`src/rtl/piso_serializer.sv`:
```
// piso_serializer: WIDTH-bit valid/ready words in, one registered bit per clock out.
// Define PARITY_EN to append an even-parity bit to every word.
`timescale 1ns/1ps
module piso_serializer #(
    parameter int   WIDTH      = 8,
    parameter int   MSB_FIRST  = 1,
    parameter logic IDLE_LEVEL = 1'b0
) (
    input  logic             clk,
    input  logic             nRESET,
    input  logic             load_valid,
    input  logic [WIDTH-1:0] load_data,
    output logic             load_ready,
    output logic             ser_out,
    output logic             ser_valid,
    output logic             busy
);
`ifdef PARITY_EN
    localparam int P = WIDTH + 1;
`else
    localparam int P = WIDTH;
`endif
    localparam int CW = $clog2(P + 1);
    localparam logic [CW-1:0] LAST = CW'(P - 1);

    typedef enum logic [1:0] {
        S_IDLE  = 2'b00,
        S_SHIFT = 2'b01
    } state_t;

    state_t        r_state, w_state_nxt;
    logic [P-1:0]  r_shift, w_shift_nxt;
    logic [P-1:0]  r_hold, w_hold_nxt;
    logic          r_hold_full, w_hold_full_nxt;
    logic [CW-1:0] r_cnt, w_cnt_nxt;
    logic          r_ser_out, w_ser_out_nxt;
    logic          r_ser_valid, w_ser_valid_nxt;
    logic [WIDTH-1:0] w_ord;
    logic [P-1:0]  w_frame;
    logic          w_accept;
    logic          w_last;

    generate
        if (MSB_FIRST != 0) begin : g_msb
            assign w_ord = load_data;
        end else begin : g_lsb
            for (genvar i = 0; i < WIDTH; i++) begin : g_rev
                assign w_ord[i] = load_data[WIDTH-1-i];
            end
        end
    endgenerate

    // Frame is stored in transmit order: next bit to send sits at the top.
`ifdef PARITY_EN
    assign w_frame = {w_ord, ^load_data};
`else
    assign w_frame = w_ord;
`endif

    assign load_ready = !r_hold_full;
    assign w_accept   = load_valid && load_ready;
    assign w_last     = (r_state == S_SHIFT) && (r_cnt == LAST);

    always_comb begin
        w_state_nxt     = r_state;
        w_shift_nxt     = r_shift;
        w_hold_nxt      = r_hold;
        w_hold_full_nxt = r_hold_full;
        w_cnt_nxt       = r_cnt;
        w_ser_out_nxt   = r_ser_out;
        w_ser_valid_nxt = r_ser_valid;
        case (r_state)
            S_IDLE: begin
                w_ser_out_nxt   = IDLE_LEVEL;
                w_ser_valid_nxt = 1'b0;
                if (w_accept) begin
                    w_state_nxt     = S_SHIFT;
                    w_ser_out_nxt   = w_frame[P-1];
                    w_shift_nxt     = {w_frame[P-2:0], 1'b0};
                    w_cnt_nxt       = '0;
                    w_ser_valid_nxt = 1'b1;
                end
            end
            S_SHIFT: begin
                w_ser_valid_nxt = 1'b1;
                if (!w_last) begin
                    w_ser_out_nxt = r_shift[P-1];
                    w_shift_nxt   = {r_shift[P-2:0], 1'b0};
                    w_cnt_nxt     = r_cnt + 1'b1;
                    if (w_accept) begin
                        w_hold_nxt      = w_frame;
                        w_hold_full_nxt = 1'b1;
                    end
                end else if (r_hold_full) begin
                    w_ser_out_nxt   = r_hold[P-1];
                    w_shift_nxt     = {r_hold[P-2:0], 1'b0};
                    w_cnt_nxt       = '0;
                    w_hold_full_nxt = w_accept;
                    if (w_accept) begin
                        w_hold_nxt = w_frame;
                    end
                end else if (w_accept) begin
                    w_ser_out_nxt = w_frame[P-1];
                    w_shift_nxt   = {w_frame[P-2:0], 1'b0};
                    w_cnt_nxt     = '0;
                end else begin
                    w_state_nxt     = S_IDLE;
                    w_ser_out_nxt   = IDLE_LEVEL;
                    w_ser_valid_nxt = 1'b0;
                    w_shift_nxt     = '0;
                    w_cnt_nxt       = '0;
                end
            end
            default: begin
                w_state_nxt     = S_IDLE;
                w_shift_nxt     = '0;
                w_hold_full_nxt = 1'b0;
                w_cnt_nxt       = '0;
                w_ser_out_nxt   = IDLE_LEVEL;
                w_ser_valid_nxt = 1'b0;
            end
        endcase
    end

    always_ff @(posedge clk or negedge nRESET) begin
        if (!nRESET) begin
            r_state     <= S_IDLE;
            r_shift     <= '0;
            r_hold      <= '0;
            r_hold_full <= 1'b0;
            r_cnt       <= '0;
            r_ser_out   <= IDLE_LEVEL;
            r_ser_valid <= 1'b0;
        end else begin
            r_state     <= w_state_nxt;
            r_shift     <= w_shift_nxt;
            r_hold      <= w_hold_nxt;
            r_hold_full <= w_hold_full_nxt;
            r_cnt       <= w_cnt_nxt;
            r_ser_out   <= w_ser_out_nxt;
            r_ser_valid <= w_ser_valid_nxt;
        end
    end

    assign ser_out   = r_ser_out;
    assign ser_valid = r_ser_valid;
    assign busy      = (r_state == S_SHIFT) | r_hold_full;

endmodule

```
`config.mk`:
```
export PLATFORM = sky130hd
export DESIGN_NAME = piso_serializer
export DESIGN_NICKNAME = d
export VERILOG_FILES = /design/src/rtl/piso_serializer.sv
export SDC_FILE = /design/constraint.sdc
export NUM_CORES = 1
export LEC_CHECK = 0
export CORE_ASPECT_RATIO = 0.6
export CORE_MARGIN = 5
export CORE_UTILIZATION = 30
export CTS_BUF_LIST = sky130_fd_sc_hd__clkbuf_4
export CTS_CLUSTER_DIAMETER = 200
export CTS_CLUSTER_SIZE = 28
export DETAILED_ROUTE_END_ITERATION = 6
export SYNTH_ARGS = -nofsm -noshare
export SYNTH_HDL_FRONTEND = slang
export SYNTH_SLANG_ARGS = --single-unit
```
`constraint.sdc`:
```
create_clock -name clk -period 1.7 [get_ports clk]
set_clock_uncertainty 0.15 [all_clocks]
set_input_delay 0.34 -clock clk [delete_from_list [all_inputs] [get_ports clk]]
set_output_delay 0.34 -clock clk [all_outputs]
set_load 0.05 [all_outputs]
```
==> results of run 1 <==
-- per-stage QoR --
stage | setup TNS (ns) | utilization
after detailed placement | -2.622 | 0.4054
after CTS | 0 | 0.4185
after global routing | -0.005147 | 0.4242
after floorplan | 0 | -
after global placement | -2.108 | 0.4054
final | 0 | 0.4242
-- per-layer routing --
layer,up-vias,wire [microns]
met5,-,0
met4,0,14
met3,2,119
met2,17,1164
met1,469,1417
li1,462,-
-- power by group through the flow --
stage | clock (uW) | combinational, uW | sequential, uW
after floorplan | 0 | 614 | 911
after global placement | 0 | 1020 | 895
after detailed placement | 0 | 1050 | 902
after CTS | 287 | 1090 | 879
after global routing | 314 | 1220 | 903
final | 272 | 1120 | 882
-- timing repair --
action / in CTS / in global routing
setup buffers: 2 / 1
resized for setup: 2 / 4
setup endpoints to repair: 2 / 14
-- synth_stat cells --
cell | number | area (sq um)
sky130_fd_sc_hd__nor2b_4 | 1 | 13.76
sky130_fd_sc_hd__nand4b_1 | 1 | 8.760
sky130_fd_sc_hd__a31oi_1 | 2 | 12.51
sky130_fd_sc_hd__nand3_2 | 1 | 10.01
sky130_fd_sc_hd__nand2_1 | 9 | 33.78
sky130_fd_sc_hd__inv_1 | 8 | 30.03
sky130_fd_sc_hd__a21oi_1 | 12 | 60.06
sky130_fd_sc_hd__and3_1 | 7 | 43.79
sky130_fd_sc_hd__a22oi_1 | 1 | 7.510
sky130_fd_sc_hd__nor2_1 | 1 | 3.750
sky130_fd_sc_hd__nand3_1 | 2 | 10.01
sky130_fd_sc_hd__dfrtp_1 | 23 | 575.6
sky130_fd_sc_hd__ha_1 | 1 | 12.51
sky130_fd_sc_hd__o32a_1 | 6 | 60.06
sky130_fd_sc_hd__a32o_1 | 2 | 20.02
sky130_fd_sc_hd__or2_1 | 1 | 6.260
sky130_fd_sc_hd__a22o_1 | 1 | 8.760
sky130_fd_sc_hd__or2_2 | 1 | 6.260
sky130_fd_sc_hd__o22ai_1 | 1 | 6.260
sky130_fd_sc_hd__buf_2 | 5 | 25.02
sky130_fd_sc_hd__buf_4 | 2 | 15.01
sky130_fd_sc_hd__xor2_1 | 1 | 8.760
sky130_fd_sc_hd__a21boi_0 | 1 | 7.510
sky130_fd_sc_hd__clkbuf_1 | 1 | 3.750
sky130_fd_sc_hd__mux2i_1 | 2 | 20.02
sky130_fd_sc_hd__nand3b_1 | 8 | 60.06
sky130_fd_sc_hd__mux2_2 | 9 | 101.4
-- sequential cells by signal (all words and copies together), names as in the netlist --
register and flops:
r_cnt 4, r_shift 7, r_hold 8, ser_valid 1
r_state 1, ser_out 1, r_hold_full 1
-- path summary, 6_finish.rpt --
| kind | to | startpoint | cells past startpoint |
|---|---|---|---|
| max | busy | r_hold_full | 2 |
| min | r_shift[5] | nRESET | 2 |
| max reg2reg | r_shift[5] | r_cnt[0] | 6 |
| min reg2reg | r_shift[7] | r_shift[7] | 1 |
| max in group asynchronous | r_state[0] | nRESET | 2 |
| min in group clk | r_shift[7] | r_shift[7] | 1 |
-- cells in the final DEF (no fill, tap or decap), types with 2 or more instances in the layout --
| cell | instances |
|---|---|
| sky130_fd_sc_hd__o32a_1 | 6 |
| sky130_fd_sc_hd__a32o_1 | 2 |
| sky130_fd_sc_hd__buf_4 | 21 |
| sky130_fd_sc_hd__clkbuf_4 | 4 |
| sky130_fd_sc_hd__a21oi_1 | 12 |
| sky130_fd_sc_hd__mux2i_1 | 2 |
| sky130_fd_sc_hd__nand3b_1 | 8 |
| sky130_fd_sc_hd__inv_1 | 7 |
| sky130_fd_sc_hd__buf_12 | 4 |
| sky130_fd_sc_hd__dfrtp_1 | 22 |
| sky130_fd_sc_hd__mux2_2 | 9 |
| sky130_fd_sc_hd__a31oi_1 | 2 |
| sky130_fd_sc_hd__clkdlybuf4s50_1 | 10 |
| sky130_fd_sc_hd__and3_1 | 7 |
| sky130_fd_sc_hd__nand2_1 | 9 |
| sky130_fd_sc_hd__nand3_1 | 2 |
-- kinds of logic (layout without fill, tap and decap cells) --
group,Yosys count,count (layout),share of synthesized area
flip-flops,23,23,0.4915
buffers and inverters,16,48,0.06302
AND/OR/NAND/NOR,32,32,0.1677
XOR/XNOR,1,1,0.007480
multiplexers,11,11,0.1036
adder cells (fa/ha/maj),1,1,0.01068
AO/OA/AOI/OAI,26,26,0.1560
-- layout make-up --
type                            count  area [sq um]
Fill cell                         360          2143
Sequential cell                    23         576.8
Multi-Input combinational cell     71         534.3
Timing Repair Buffer               36         349.1
Tap cell                           47         58.81
Clock buffer                        4         30.03
Inverter                            8         30.03
-- worst max-delay path, delay by kind of cell (launching register included) --
family	cells	cell delay, ns
flops	1	0.44
simple gates	1	0.25
buf+inv	1	0.15
==> summary.txt, run 1 <==
CLOCKING
---------------------------------------------------------------------------------
CTS Buffer Depth                                                                2
Latest clock arrival within the worst-skew pair                           0.31 ns
TritonCTS clock tree                                                        built
Total of hold buffers inserted after clock tree synthesis                       0
Sinks on Clock Net                                                             23
Clock slew seen by the registers of the worst setup and hold paths        0.12 ns
Htree depth                                                                     1
Cts bufs inserted                                                               3
Clock root cell                                                      sky130_fd_sc_hd__clkbuf_4

PWR
---------------------------------------------------------------------------------
Total chip power                                                          2269 uW
Sequential share of power                                                   0.389
Pint                                                                      1507 uW
Reported net switching power                                             761.9 uW
Worst VDD drop                                                        0.0006007 V
Switch share                                                               0.3358
Pwr Density                                                          1437 nW/um^2
Static leakage                                                       0.0007401 uW
Fraction of power consumed by the clock network                             0.120
Share of power burned in combinational logic                                0.492

CELLS AND AREA
---------------------------------------------------------------------------------
# diodes                                                                        0
Area growth from synthesis to layout                                       34.83%
Fin cells                                                                     189
Share of layout cells above drive strength 1                               0.3169
Final design area excluding fillers                                    1579 sq um
# nets final                                                                  155

TIMING
---------------------------------------------------------------------------------
RSZ-0062 raised after global routing                                          yes
Fin crit share                                                             0.9654
Endpoints failing hold                                                          0
Achievable frequency                                                    609.3 MHz
Clock period minus final worst setup slack                               1.641 ns
Remaining max-slew budget at the tightest pin                              0.7868
# setup viols final                                                             0
Worst slack on hold paths                                               0.2224 ns
Pins Over Slew Limit                                                            0
Worst slew pin tran                                                     0.3198 ns
Minimum setup slack in the final design                                0.05890 ns

DETAILED ROUTING
---------------------------------------------------------------------------------
TritonRoute pass-1 iters                                                        4
Via density per instance                                                    5.026
Remaining DRCs                                                                  0
Post-DR wirelength/cell                                              14.37 microns
Antenna-violating nets left                                                     0
Number of DRC markers in iteration 0                                           40
Total routed wirelength                                              2716 microns
Total via count in the routed design                                          950

FLOORPLAN
---------------------------------------------------------------------------------
Height of the die                                                    58.40 microns
Effective utilization at floorplan                                         0.3146
Core outline area                                                      3722 sq um
Die Outline Area                                                       5294 sq um
Die span in x                                                        90.66 microns
Number of top-level pins                                                       15
Std cell rows                                                                  17

PLACED DESIGN
---------------------------------------------------------------------------------
RePlAce Congestion                                                         0.7163
Instance area at placement                                             1509 sq um
Dpl ws                                                                 -0.1902 ns
HPWL Detailed                                                        2045 microns
Number of cells after detailed placement                                      182
Number of port buffers                                                         14

CRITICAL PATH
---------------------------------------------------------------------------------
CP Class                                                                  reg2out
Crit-path slowest cell                                               sky130_fd_sc_hd__dfrtp_1
Crit-path max FO                                                                4
WP data required                                                          1.21 ns
R2R setup slack                                                           0.06 ns
Critical path launch point type                                         flip-flop
Setup crit end kind                                                   output port
CP Data Arrival Time                                                      1.15 ns
Slowest Stage Delay on Critical Path                                      0.44 ns
Cell Chain, Critical Path                                            or2_4 -> buf_12

SYNTH
---------------------------------------------------------------------------------
Proportion of synthesized chip area in sequential cells                    0.4915
Mapped cell area                                                       1171 sq um
Net count of the mapped netlist                                               122
Cell variety after synth                                                       27
Syn avg cell area                                                     10.65 sq um
Flip-flop and latch count after synthesis                                      23
Count of synthesis-stage warnings from yosys                                    0
Cell count after synthesis                                                    110

GLOBAL ROUTE
---------------------------------------------------------------------------------
Overall track demand over capacity in global routing                       0.1064
Met2 usage                                                                 0.1613
Maximum number of pins on one net before global-route repair                   24
Most Used Layer, Global Route                                                met2
Vias in the first global route                                                969
M1 GR Usage                                                                0.1495
Antenna violations before repair                                                0
Congestion Overflow GR                                                          0
First-pass GRT wire length                                           4629 microns
Fraction of met3 tracks used by global routing                            0.03831

RUN
---------------------------------------------------------------------------------
Maxcap violations                                                               0

MIN PATH
---------------------------------------------------------------------------------
Path class of the lowest-slack min-delay path                            in2async

RUN STATUS
---------------------------------------------------------------------------------
Run status                                                           finished clean

Power figures use the tool's default switching activity.
==> run 2: changes to the inputs <==
Settings changed: SLEW_MARGIN set to 5.
==> results of run 2 <==
The final DEF is identical to that of run 1; final timing and power are the same.
